==> src/rtl/decrypt_unit_pkg.sv <==
// Shared configuration for the encrypt/decrypt datapaths: the bit permutation,
// its inverse, the rotate helper and the configuration record.
package encrypt_config;

  localparam int DW    = 8;
  localparam int NKEYS = 3;

  // Forward permutation: output bit i takes input bit PERM_MAP[3*i +: 3].
  // Listed from bit 7 down to bit 0.
  localparam logic [23:0] PERM_MAP = {3'd4, 3'd2, 3'd7, 3'd1, 3'd5, 3'd0, 3'd6, 3'd3};

  typedef struct packed {
    logic [DW-1:0] k1;
    logic [DW-1:0] k2;
    logic [DW-1:0] k3;
    logic [2:0]    rot_freq;
    logic          shift_en;
    logic [2:0]    shift_amt;
    logic          mode;
  } cfg_t;

  // Inverse permutation built from the same table: scatter bit i back to its source.
  function automatic logic [DW-1:0] inv_perm(input logic [DW-1:0] y);
    logic [DW-1:0] r;
    r = '0;
    for (int i = 0; i < DW; i++) r[PERM_MAP[3*i +: 3]] = y[i];
    return r;
  endfunction

  // Bit rotation to the right; amt = 0 returns x unchanged.
  function automatic logic [DW-1:0] rotr(input logic [DW-1:0] x, input logic [2:0] amt);
    logic [2*DW-1:0] t;
    t = {x, x} >> amt;
    return t[DW-1:0];
  endfunction

endpackage

==> src/rtl/decrypt_unit_key_sched.sv <==
// Key schedule: holds the configuration shadow, the key-ring index and the
// byte counter, and presents the key/config that the current byte must use.
import encrypt_config::*;

module decrypt_key_sched (
  input  logic          clk,
  input  logic          rst,
  input  cfg_t          cfg_i,
  input  logic          cfg_ld,
  input  logic          sync,
  input  logic          en,
  output logic [DW-1:0] key_o,
  output logic          mode_o,
  output logic          shift_en_o,
  output logic [2:0]    shift_amt_o
);

  cfg_t       cfg_q;
  cfg_t       cfg_eff;
  logic [1:0] kidx_q, kidx_d, kidx_cur;
  logic [2:0] cnt_q, cnt_d, cnt_cur;
  logic       restart;

  // Effective config/key for this cycle, and the schedule step for the accepted byte.
  // NOTE: every output of this block gets a default first so no path leaves it unassigned (no latch).
  always_comb begin
    cfg_eff  = cfg_ld ? cfg_i : cfg_q;
    restart  = cfg_ld | sync;
    kidx_cur = restart ? 2'd0 : kidx_q;
    cnt_cur  = restart ? 3'd0 : cnt_q;
    kidx_d   = kidx_cur;
    cnt_d    = cnt_cur;
    unique case (kidx_cur)
      2'd0:    key_o = cfg_eff.k3;
      2'd1:    key_o = cfg_eff.k1;
      default: key_o = cfg_eff.k2;
    endcase
    if (en && cfg_eff.rot_freq != 3'd0) begin
      if (cnt_cur == cfg_eff.rot_freq - 3'd1) begin
        cnt_d  = 3'd0;
        kidx_d = (kidx_cur == 2'(NKEYS - 1)) ? 2'd0 : kidx_cur + 2'd1;
      end else begin
        cnt_d = cnt_cur + 3'd1;
      end
    end
    mode_o      = cfg_eff.mode;
    shift_en_o  = cfg_eff.shift_en;
    shift_amt_o = cfg_eff.shift_amt;
  end

  // Shadow config, key index and byte counter.
  // NOTE: state registers use non-blocking assignments so all flops update together on the edge.
  always_ff @(posedge clk or negedge rst) begin
    if (!rst) begin
      cfg_q  <= '0;
      kidx_q <= 2'd0;
      cnt_q  <= 3'd0;
    end else begin
      if (cfg_ld) cfg_q <= cfg_i;
      kidx_q <= kidx_d;
      cnt_q  <= cnt_d;
    end
  end

endmodule

==> src/rtl/decrypt_unit.sv <==
// Receive-side decryptor: two-stage pipeline, XOR key -> inverse permutation
// -> optional rotate-right, or straight bypass. One byte per cycle, latency 2.
import encrypt_config::*;

module decrypt_unit (
  input  logic          clk,
  input  logic          rst,
  input  logic [DW-1:0] din,
  input  logic          en,
  input  logic [DW-1:0] k1,
  input  logic [DW-1:0] k2,
  input  logic [DW-1:0] k3,
  input  logic [2:0]    rot_freq,
  input  logic          shift_en,
  input  logic [2:0]    shift_amt,
  input  logic          mode,
  input  logic          cfg_ld,
  input  logic          sync,
  output logic [DW-1:0] dout,
  output logic          v
);

  cfg_t          cfg_in;
  logic [DW-1:0] key_cur;
  logic          mode_cur, shen_cur;
  logic [2:0]    amt_cur;

  logic [DW-1:0] d_q, key_q, dout_q, dout_d;
  logic          mode_q, shen_q, v1_q, v_q;
  logic [2:0]    amt_q;

  assign cfg_in = '{k1: k1, k2: k2, k3: k3, rot_freq: rot_freq, shift_en: shift_en,
                    shift_amt: shift_amt, mode: mode};

  decrypt_key_sched u_key_sched (
    .clk         (clk),
    .rst         (rst),
    .cfg_i       (cfg_in),
    .cfg_ld      (cfg_ld),
    .sync        (sync),
    .en          (en),
    .key_o       (key_cur),
    .mode_o      (mode_cur),
    .shift_en_o  (shen_cur),
    .shift_amt_o (amt_cur)
  );

  // Stage 1: capture the byte together with the config it must be decoded with.
  always_ff @(posedge clk or negedge rst) begin
    if (!rst) begin
      d_q    <= '0;
      key_q  <= '0;
      mode_q <= 1'b0;
      shen_q <= 1'b0;
      amt_q  <= 3'd0;
      v1_q   <= 1'b0;
    end else begin
      v1_q <= en;
      if (en) begin
        d_q    <= din;
        key_q  <= key_cur;
        mode_q <= mode_cur;
        shen_q <= shen_cur;
        amt_q  <= amt_cur;
      end
    end
  end

  // Stage 2 next value: decode a valid byte, otherwise hold the last output.
  always_comb begin
    dout_d = dout_q;
    if (v1_q) begin
      dout_d = mode_q ? rotr(inv_perm(d_q ^ key_q), shen_q ? amt_q : 3'd0) : d_q;
    end
  end

  // Stage 2 output register.
  always_ff @(posedge clk or negedge rst) begin
    if (!rst) begin
      dout_q <= '0;
      v_q    <= 1'b0;
    end else begin
      dout_q <= dout_d;
      v_q    <= v1_q;
    end
  end

  assign dout = dout_q;
  assign v    = v_q;

endmodule

==> config.mk <==
export PLATFORM = sky130hd
export DESIGN_NAME = decrypt_unit
export DESIGN_NICKNAME = d
export VERILOG_FILES = /design/src/rtl/decrypt_unit_pkg.sv /design/src/rtl/decrypt_unit_key_sched.sv /design/src/rtl/decrypt_unit.sv
export SDC_FILE = /design/constraint.sdc
export NUM_CORES = 1
export LEC_CHECK = 0
export CAP_MARGIN = 10
export CELL_PAD_IN_SITES_DETAIL_PLACEMENT = 0
export CELL_PAD_IN_SITES_GLOBAL_PLACEMENT = 2
export CORE_AREA = 2 2 131 82
export DETAILED_ROUTE_END_ITERATION = 6
export DIE_AREA = 0 0 133 84
export MAX_ROUTING_LAYER = met4
export PLACE_DENSITY_LB_ADDON = 0.25
export SLEW_MARGIN = 0
export SYNTH_ARGS = -nofsm -noshare
export SYNTH_HDL_FRONTEND = slang
export SYNTH_HIERARCHICAL = 1
export SYNTH_SLANG_ARGS = --single-unit
==> constraint.sdc <==
create_clock -name clk -period 1.95 [get_ports clk]
set_input_delay 0.2925 -clock clk [delete_from_list [all_inputs] [get_ports clk]]
set_output_delay 0.2925 -clock clk [all_outputs]
set_load 0.05 [all_outputs]
==> reports/metrics.yaml, run 1 <==
vias_per_cell: 5.02
min_path_type: "input pin to flop"
layout_commonest_cell: "dfrtp_1"
dp_hpwl_um: 6040
cp.required_ns: 2.20
synth_top_area_cell: "dfrtp_1"
synth_seq_area_share_pct: 48.5
firstDrtPassIters: 4
period_needed_ns: 1.88
syn_nets: 350
max_cap_violations: 0
gp_congestion: 0.784
finish.utilization_pct: 45.5
finalSetupViolations: 0
fin_nets: 408
startpoint_type: "flop"
grt_pass1_vias: 2551
slew_violations: 0
grt_pass1_wl_um: 13700
placed_cell_area_um2: 4240
clkSlewWorstSetupHoldPaths_ns: 0.05
diodes: 0
grtUsageMet2_pct: 19.5
synth.distinct_cells: 41
drc_errors: 0
syn-cell-area_um2: 3510
antenna_found_initial: 0
fin_ws_ns: 0.0656
start_util_pct: 34.7
status: "finished clean"
die_area_um2: 11200
cts_root_buf: "clkbuf_16"
area_delta_synth_final_pct: 31.0
crit_chain: "mux2i_2 > ha_2 > ha_4 > nand2b_4 > o32ai_4 > a32oi_2 > nor3_4 > mux2i_1"
ir_drop_mv: 0.475
grt_use_met1_pct: 25.9
worst_pin_slew_ns: 0.587
setup_tns_ns: 0
portBuffers: 53
arrival_ns: 2.14
final_cell_mix: "dfrtp_1 (68), clkdlybuf4s50_1 (49), mux2_2 (40)"
num-fill-cells: 948
core_um2: 10100
drt_iter0_markers: 152
relSlewSlack_pct: 60.6
grt_usage_pct: 16.6
routed_wl_um: 8350
detail-route-antenna-nets: 0
slowest_delay_ns: 0.39
crit_fanout: 3
hold_violations: 0
die_w_um: 133
ys.warnings.count: 6
post-place-ws_ns: -0.413
skew_ns: 0.00399
fp-row-count: 29
cts_tree: "built"
worst_path_max_delay_cell: "dfrtp_1"
cts_buffers: 9
synth.top_cells.by_area: "dfrtp_1 (48%), mux2_2 (13%), o21ai_0 (3.4%)"
grtUsageMet3_pct: 4.98
multi_input_area_um2: 1660
clock_sinks: 68
drive_above_1_share_pct: 28.5
critical_path_class: "flop to flop"
wl_per_cell_um: 16.6
power_density_nw_per_um2: 994
leakage_nw: 1.90
synth_cells: 302
gr-max-usage-layer: "met1"
ys_seq_elements: 68
clkLatencyLatePin_ns: 0.33
pin_count: 54
dieHeight_um: 84
period_share_pct: 96.6
fin_total_pwr_mw: 4.58
overflow: 0
clockBufferDepth: 2
postLayoutCellArea_um2: 4600
h-tree-depth: 3
end_kind: "flop"
rsz0062_at_grt: "yes"
avgSynthCellArea_um2: 11.6
synthDominantCellAreaShare_pct: 48.5
grt_max_degree: 53
fmax_mhz: 531
vias: 2530
ff_latch_area_um2: 1700
power breakdown:
| group | internal, mW | switching, mW | total (mW) | leakage, nW |
|---|---|---|---|---|
| Clock | 1.15 | 0.597 | 1.74 | 0.159 |
| Sequential | 1.59 | 0.124 | 1.71 | 0.811 |
| Combinational | 0.513 | 0.604 | 1.12 | 0.931 |
what timing repair did:
item | 4_1_cts | 5_1_grt
gates resized for setup | 0 | 8
hold buffers | 1 | 0
setup buffers | 0 | 0
pin swaps | 2 | 0
endpoints found under the setup margin | 2 | 5
hold endpoints to repair | 16 | 0
per-stage QoR:
step | cells | hold slack, ns
after floorplan | 302 | -0.00309
after global routing | 504 | 0.249
final | 504 | 0.233
after detailed placement | 487 | 0.254
after global placement | 487 | 0.255
after CTS | 504 | 0.369
area by class of cell:
class,count,share of cell area (%)
Clock buffer,11,5.27
Clock inverter,5,1.63
Inverter,9,0.734
Multi-Input combinational cell,203,36.2
Sequential cell,68,37.0
Tap cell,139,3.78
Timing Repair Buffer,69,15.4
sequential cells by signal, indices dropped and copies added (netlist names):
signal / flops
key_q: 8
shen_q: 1
dout: 8
d_q: 8
mode_q: 1
v1_q: 1
u_key_sched/kidx_q: 2
v: 1
u_key_sched/cfg_q: 32
amt_q: 3
u_key_sched/cnt_q: 3
worst max-delay path, delay by kind of cell, from the launching register on:
kind                       cells  cell delay, ns
adders and majority gates      2            0.44
muxes                          2            0.41
DFF                            1            0.39
and+or+nand+nor                2            0.35
AOI/OAI and AO/OA              2            0.22
per-layer routing:
metal  vias up  wire length (um)
met5         -                 0
met4         0                68
met3         6               437
met2        68              3200
met1      1243              4650
li1       1213                 -
worst paths after layout:
path / startpoint / end / slack, ns / depth (start not counted)
worst min register to register: u_key_sched/cfg_q[23] / u_key_sched/cfg_q[23] / 0.49 / 1
max in group asynchronous: rst / d_q[5] / 0.88 / 3
worst min-delay path: rot_freq[1] / u_key_sched/cfg_q[6] / 0.23 / 3
worst max register to register: u_key_sched/cfg_q[5] / u_key_sched/kidx_q[1] / 0.07 / 8
worst max-delay path: u_key_sched/cfg_q[5] / u_key_sched/kidx_q[1] / 0.07 / 8
min in group asynchronous: rst / v / 0.44 / 2
cell families (layout without fill, tap and decap cells):
kind of cell               Yosys count  count (layout)  synth area share (%)
buffers and inverters               31              94                  5.84
AOI/OAI and AO/OA                   68              68                  14.6
DFF                                 68              68                  48.5
xor gates and xnor gates            10              10                  2.49
and+or+nand+nor                     72              72                  11.1
adders and majority gates            3               3                  1.07
muxes                               50              50                  16.5
cells in the mapped netlist:
cell type	number
dfrtp_1	68
mux2_2	40
o21ai_0	24
nand2_1	21
a22oi_1	13
nand2b_1	13
xnor2_1	10
inv_1	9
nor3_1	9
nand3_1	8
nor2_1	8
o221a_2	8
clkbuf_1	7
a21oi_1	6
a31oi_1	6
buf_4	6
mux2_4	5
buf_6	4
mux2i_1	4
buf_2	3
ha_1	3
a22oi_2	2
a41oi_2	2
and2_1	2
and3_1	2
and3b_1	2
buf_12	2
nand4_1	2
a21boi_2	1
a22oi_4	1
a32oi_2	1
and4_1	1
mux2i_2	1
nand3b_1	1
nor2_8	1
nor2b_1	1
nor3_4	1
o21a_1	1
o21ai_1	1
o21ai_2	1
o32ai_1	1
Note: power is estimated with default switching activity, not from simulation.
==> run 2: changes to the inputs <==
--- a/config.mk
+++ b/config.mk
@@ -8,9 +8,10 @@
 export CAP_MARGIN = 10
 export CELL_PAD_IN_SITES_DETAIL_PLACEMENT = 0
 export CELL_PAD_IN_SITES_GLOBAL_PLACEMENT = 2
-export CORE_AREA = 2 2 131 82
+export CORE_AREA = 2 2 139 87
 export DETAILED_ROUTE_END_ITERATION = 6
-export DIE_AREA = 0 0 133 84
+export DIE_AREA = 0 0 141 89
+export GPL_TIMING_DRIVEN = 1
 export MAX_ROUTING_LAYER = met4
 export PLACE_DENSITY_LB_ADDON = 0.25
 export SLEW_MARGIN = 0
==> constraint.sdc (replaced) <==
create_clock -name clk -period 1.7 [get_ports clk]
set_input_delay 0.255 -clock clk [delete_from_list [all_inputs] [get_ports clk]]
set_output_delay 0.255 -clock clk [all_outputs]
set_load 0.05 [all_outputs]
==> reports/metrics.yaml, run 2 (synthesis gave the netlist of run 1 again) <==
status: "complete, but fails checks"
violations: "setup timing"
largest_reg_flops: 32  # unchanged
relSlewSlack_pct: 62.7  # +2.1 points
portBuffers: 53  # unchanged
cts_root_buf: "clkbuf_16"
finish.utilization_pct: 41.6  # -3.9 points
fin_nets: 417  # +2.2%
finalSetupViolations: 5  # +5
overflow: 0  # unchanged
core_um2: 11100  # +10%
start_util_pct: 31.5  # -3.2 points
max_cap_violations: 0  # unchanged
fin_worst_hold_slack_ns: 0.325  # +0.0919 ns
crit_chain: "mux2i_4 > ha_4 > ha_4 > nand2_2 > o32ai_4 > a32oi_2 > nor3_4 > mux2i_1"
grt_use_met1_pct: 23.8  # -2.1 points
leakage_nw: 1.92  # +1.2%
period_share_pct: 107  # +11 points
fmax_mhz: 547  # +3.2%
fin_ws_ns: -0.127  # -0.192 ns
grtUsageMet2_pct: 18.7  # -0.83 points
vias_per_cell: 4.84  # -3.6%
arrival_ns: 2.08  # -0.06 ns
slew_violations: 0  # unchanged
crit_path_frequent_cell: "ha_4"
detail-route-antenna-nets: 0  # unchanged
fin_total_pwr_mw: 4.97  # +8.5%
grt_max_degree: 27  # -49%
critical_path_class: "flop to flop"
h-tree-depth: 3  # unchanged
startpoint_type: "flop"
gp_congestion: 0.856  # +9.2%
drc_errors: 0  # unchanged
cp.required_ns: 1.96  # -0.24 ns
grt_pass1_vias: 2538  # -0.51%
drive_above_1_share_pct: 32.5  # +4.0 points
slowest_delay_ns: 0.38  # about the same
min_path_type: "input pin to flop"
top_register: "u_key_sched/cfg_q"
cts_tree: "built"
dp_cells: 499  # +2.5%
wl_per_cell_um: 16.5  # -0.38%
period_needed_ns: 1.83  # -0.0578 ns
final_cell_mix: "dfrtp_1 (68), mux2_2 (40), clkdlybuf4s50_1 (40)"
worst_pin_slew_ns: 0.559  # -0.0280 ns
dieHeight_um: 89  # +6.0%
power_density_nw_per_um2: 1070  # +7.7%
diodes: 0  # unchanged
pin_count: 54  # unchanged
cts_buffers: 9  # unchanged
skew_ns: 0.00465  # +0.000651 ns
gr-max-usage-layer: "met1"
hold_violations: 0  # unchanged
clkLatencyLatePin_ns: 0.34  # about the same
grtUsageMet3_pct: 5.25  # +0.27 points
end_kind: "flop"
firstDrtPassIters: 4  # unchanged
area_delta_synth_final_pct: 32.1
vias: 2497  # -1.3%
clockBufferDepth: 2  # unchanged
grt_pass1_wl_um: 14300  # +4.3%
antenna_found_initial: 0  # unchanged
die_area_um2: 12500  # +12%
routed_wl_um: 8520  # +2.0%
ir_drop_mv: 0.562  # +18%
crit_fanout: 3  # unchanged
rsz0062_at_grt: "yes"
layout_commonest_cell: "dfrtp_1"
grt_usage_pct: 15.7  # -0.89 points
clkSlewWorstSetupHoldPaths_ns: 0.05  # about the same
die_w_um: 141  # +6.0%
clock_sinks: 68  # unchanged
worst_path_max_delay_cell: "dfrtp_1"
fp-row-count: 30  # +3.4%
fin_cells: 516  # +2.4%
dp_hpwl_um: 6280  # +3.9%
post-place-ws_ns: -0.622  # -0.208 ns
drt_iter0_markers: 145  # -4.6%
==> run 2: final cells by class <==
cell class / instances / area [um^2]
flip-flops and latches: 68 / 1700
clock inverters: 3 / 15.0
multi-input cells: 203 / 1700
repair buffers: 78 / 762
inverters: 9 / 33.8
clock buffers: 11 / 243
fillers: 1090 / 6510
well taps: 144 / 180
==> run 2: critical path, delay by kind of cell (launching register included) <==
family          cells  cell delay, ns
compound gates      2            0.35
fa+ha+maj           2            0.45
flops               1            0.38
mux                 2            0.30
simple gates        2            0.27
==> run 2: worst paths after layout <==
kind                                       start               endpoint  slack, ns  depth (start not counted)
hold reg to reg            u_key_sched/cfg_q[23]  u_key_sched/cfg_q[23]       0.50                          1
min in group asynchronous                    rst   u_key_sched/cfg_q[8]       0.42                          2
setup reg to reg            u_key_sched/cfg_q[5]  u_key_sched/kidx_q[1]      -0.13                          8
hold / removal                            cfg_ld   u_key_sched/cfg_q[5]       0.33                          3
setup / recovery            u_key_sched/cfg_q[5]  u_key_sched/kidx_q[1]      -0.13                          8
max in group asynchronous                    rst                 d_q[3]       0.76                          3
==> run 2: metrics by stage <==
step                      instance area (um^2)  setup TNS, ns
after floorplan                           3570          -2.38
after global placement                    4280          -4.84
after detailed placement                  4280          -5.23
after CTS                                 4560         -0.838
after global routing                      4640         -0.933
final                                     4640         -0.385
==> run 2: per-layer routing <==
layer  share of wire [%]  routed length [um]  up-vias
met5                   0                   0        -
met4                 1.2                 106        0
met3                 5.9                 506       11
met2                  35                2950       65
met1                  58                4950     1191
li1                    -                   -     1230
==> run 2: where the power goes <==
part	leakage, nW	switching (mW)	total (mW)	internal (mW)
clock network	0.131	0.663	1.66	1.00
logic	0.981	0.724	1.34	0.614
registers	0.811	0.139	1.96	1.83
total	1.92	1.53	4.97	3.44
==> run 2: timing repair <==
action                                  in CTS  in global routing
setup buffers                                0                  2
endpoints found under the setup margin       5                 13
gates resized for setup                      5                 11
pin swaps                                    2                  2
hold buffers                                 1                  0
hold endpoints to repair                    17                  0
==> RTL change, RTL diff (settings of run 1) <==
Reset style: synchronous (`rst`), changed in 3 clocked blocks.
--- a/src/rtl/decrypt_unit_key_sched.sv
+++ b/src/rtl/decrypt_unit_key_sched.sv
@@ -52,3 +52,3 @@
   // NOTE: state registers use non-blocking assignments so all flops update together on the edge.
-  always_ff @(posedge clk or negedge rst) begin
+  always_ff @(posedge clk) begin
     if (!rst) begin
--- a/src/rtl/decrypt_unit.sv
+++ b/src/rtl/decrypt_unit.sv
@@ -48,3 +48,3 @@
   // Stage 1: capture the byte together with the config it must be decoded with.
-  always_ff @(posedge clk or negedge rst) begin
+  always_ff @(posedge clk) begin
     if (!rst) begin
@@ -77,3 +77,3 @@
   // Stage 2 output register.
-  always_ff @(posedge clk or negedge rst) begin
+  always_ff @(posedge clk) begin
     if (!rst) begin
Formal check against the unedited RTL: differs if rst is asserted again (counterexample within 4 cycles, from zero or initial values and one cycle with rst low); with rst held inactive, the same outputs for 10 cycles.
==> RTL change against run 1 <==
- the flow now finishes with violations (negative setup slack)
- largest cell class is now multi-input gates
- sequential cell count did not move
- fmax down 3.5%
- clock skew hardly changed
- critical path type is now primary input to flip-flop
- count of clock-buffer cells in the layout is 5 higher
- worst setup slack worse by 69 ps
- global-route usage is 0.97 points lower
- area after synthesis is 2.8% lower
- via count increased by 7.7%
- final area is 2.0% lower
- wire length shrank 3.1%
- die area did not move
- critical path depth is the same
Power is not compared: it rests on default switching activity, and its combinational part moved more than twofold at a synthesized area within 25%.
==> RTL change: results (changes against run 1) <==
Status
The run finished, with violations left. The checks that failed: negative setup slack.

GRT
The global-route wire length before repair is 13200 um (-4.3%). The via count of the first global-routing pass came to 2552 (+0.039%).

Clock tree
The quantity of gates resized following cts is 6 (+6).

Route
The detail-routed net length per standard cell is 14.6 um (-12%). The total number of vias is 2724 (+7.7%). The number of detailed-route iterations in the first pass is 5 (+1).

Synthesis
The share of the synthesized netlist area taken by xor and xnor gates came to 3.66% (+1.2 points). The number of library cell types mapped by synthesis came to 47 (+15%). The adder-cell share of the synthesized area was 1.10% (+0.031 points). The post-synthesis mux area share is 14.5% (-1.9 points). The fraction of registers with async set or reset after synthesis was 0% (-100 points).

Layout
The number of fill cells in the layout is 959 (+1.2%). The count of clock buffers in the final design came to 16 (+5). The sequential standard cell area came to 0.00136 sq mm (-20%). The number of ordinary and repair buffers in the finished layout came to 75 (+8.7%). The multi-input combinational gate total is 255 (+26%). The number of non-clock inverters was 2 (-7).

Placed design
The pre-CTS setup slack is -488 ps (-74.6 ps). The HPWL after detailed placement is 5900 um (-2.4%).

Worst setup path
The maximum single-stage delay on the critical path is 440 ps (+50 ps). The master of the slowest instance on the critical path is clkdlybuf4s50_1. The reg-to-reg endpoint is u_key_sched/kidx_q[1]$_SDFF_PN0_.

STA
The worst path setup slack after routing came to -3.11 ps (-68.7 ps). The setup violation total in the final timing report is 1 (+1).
==> RTL change: cell types whose count changed in the layout (fill, tap and decap cells not counted), moves of 12 or more <==
cell,before,now
a22oi_1,13,0
buf_4,10,22
dfrtp_1,68,0
dfxtp_1,0,67
mux2_2,40,5
mux2i_1,2,43
nor2b_1,1,47
o21ai_0,22,6
==> RTL change: cell families after synthesis <==
logic type / count (synthesis)
mux: 49
buf+inv: 26
fa+ha+maj: 3
flops: 68
compound gates: 69
xor+xnor: 10
simple gates: 124
==> RTL change: routing by layer <==
layer	vias up	track usage (%)	share of wire, %
li1	1366	-	-
met1	1283	22.7	54
met2	65	20.1	39
met3	10	4.74	5.8
met4	0	5.28	1.2
met5	-	-	0
==> RTL change: worst max-delay path by stage <==
stage	start	end	slack, ps	cells after the start
floorplan	cfg_ld	u_key_sched/kidx_q[0]$_SDFF_PN0_	-300	10
global placement	rot_freq[0]	u_key_sched/kidx_q[1]$_SDFF_PN0_	-410	8
detailed placement	rot_freq[0]	u_key_sched/kidx_q[0]$_SDFF_PN0_	-490	8
CTS	u_key_sched/cfg_q[5]$_SDFF_PN0_	u_key_sched/kidx_q[1]$_SDFF_PN0_	-80	8
global route	u_key_sched/cfg_q[5]$_SDFF_PN0_	u_key_sched/kidx_q[1]$_SDFF_PN0_	-100	8
finish	rot_freq[0]	u_key_sched/kidx_q[1]$_SDFF_PN0_	-3	8
==> RTL change: metrics by stage <==
stage                     hold slack [ps]  instance area (sq um)  util [%]  power (mW)  setup TNS [ps]
after global routing                  492                   4510      44.5        3.87            -183
after floorplan                       421                   3460         -        1.90           -1000
final                                 476                   4510      44.5        3.70           -3.11
after global placement                467                   4160      41.1        2.09           -2420
after detailed placement              474                   4160      41.1        2.10           -2960
after CTS                             409                   4490      44.3        3.75            -138
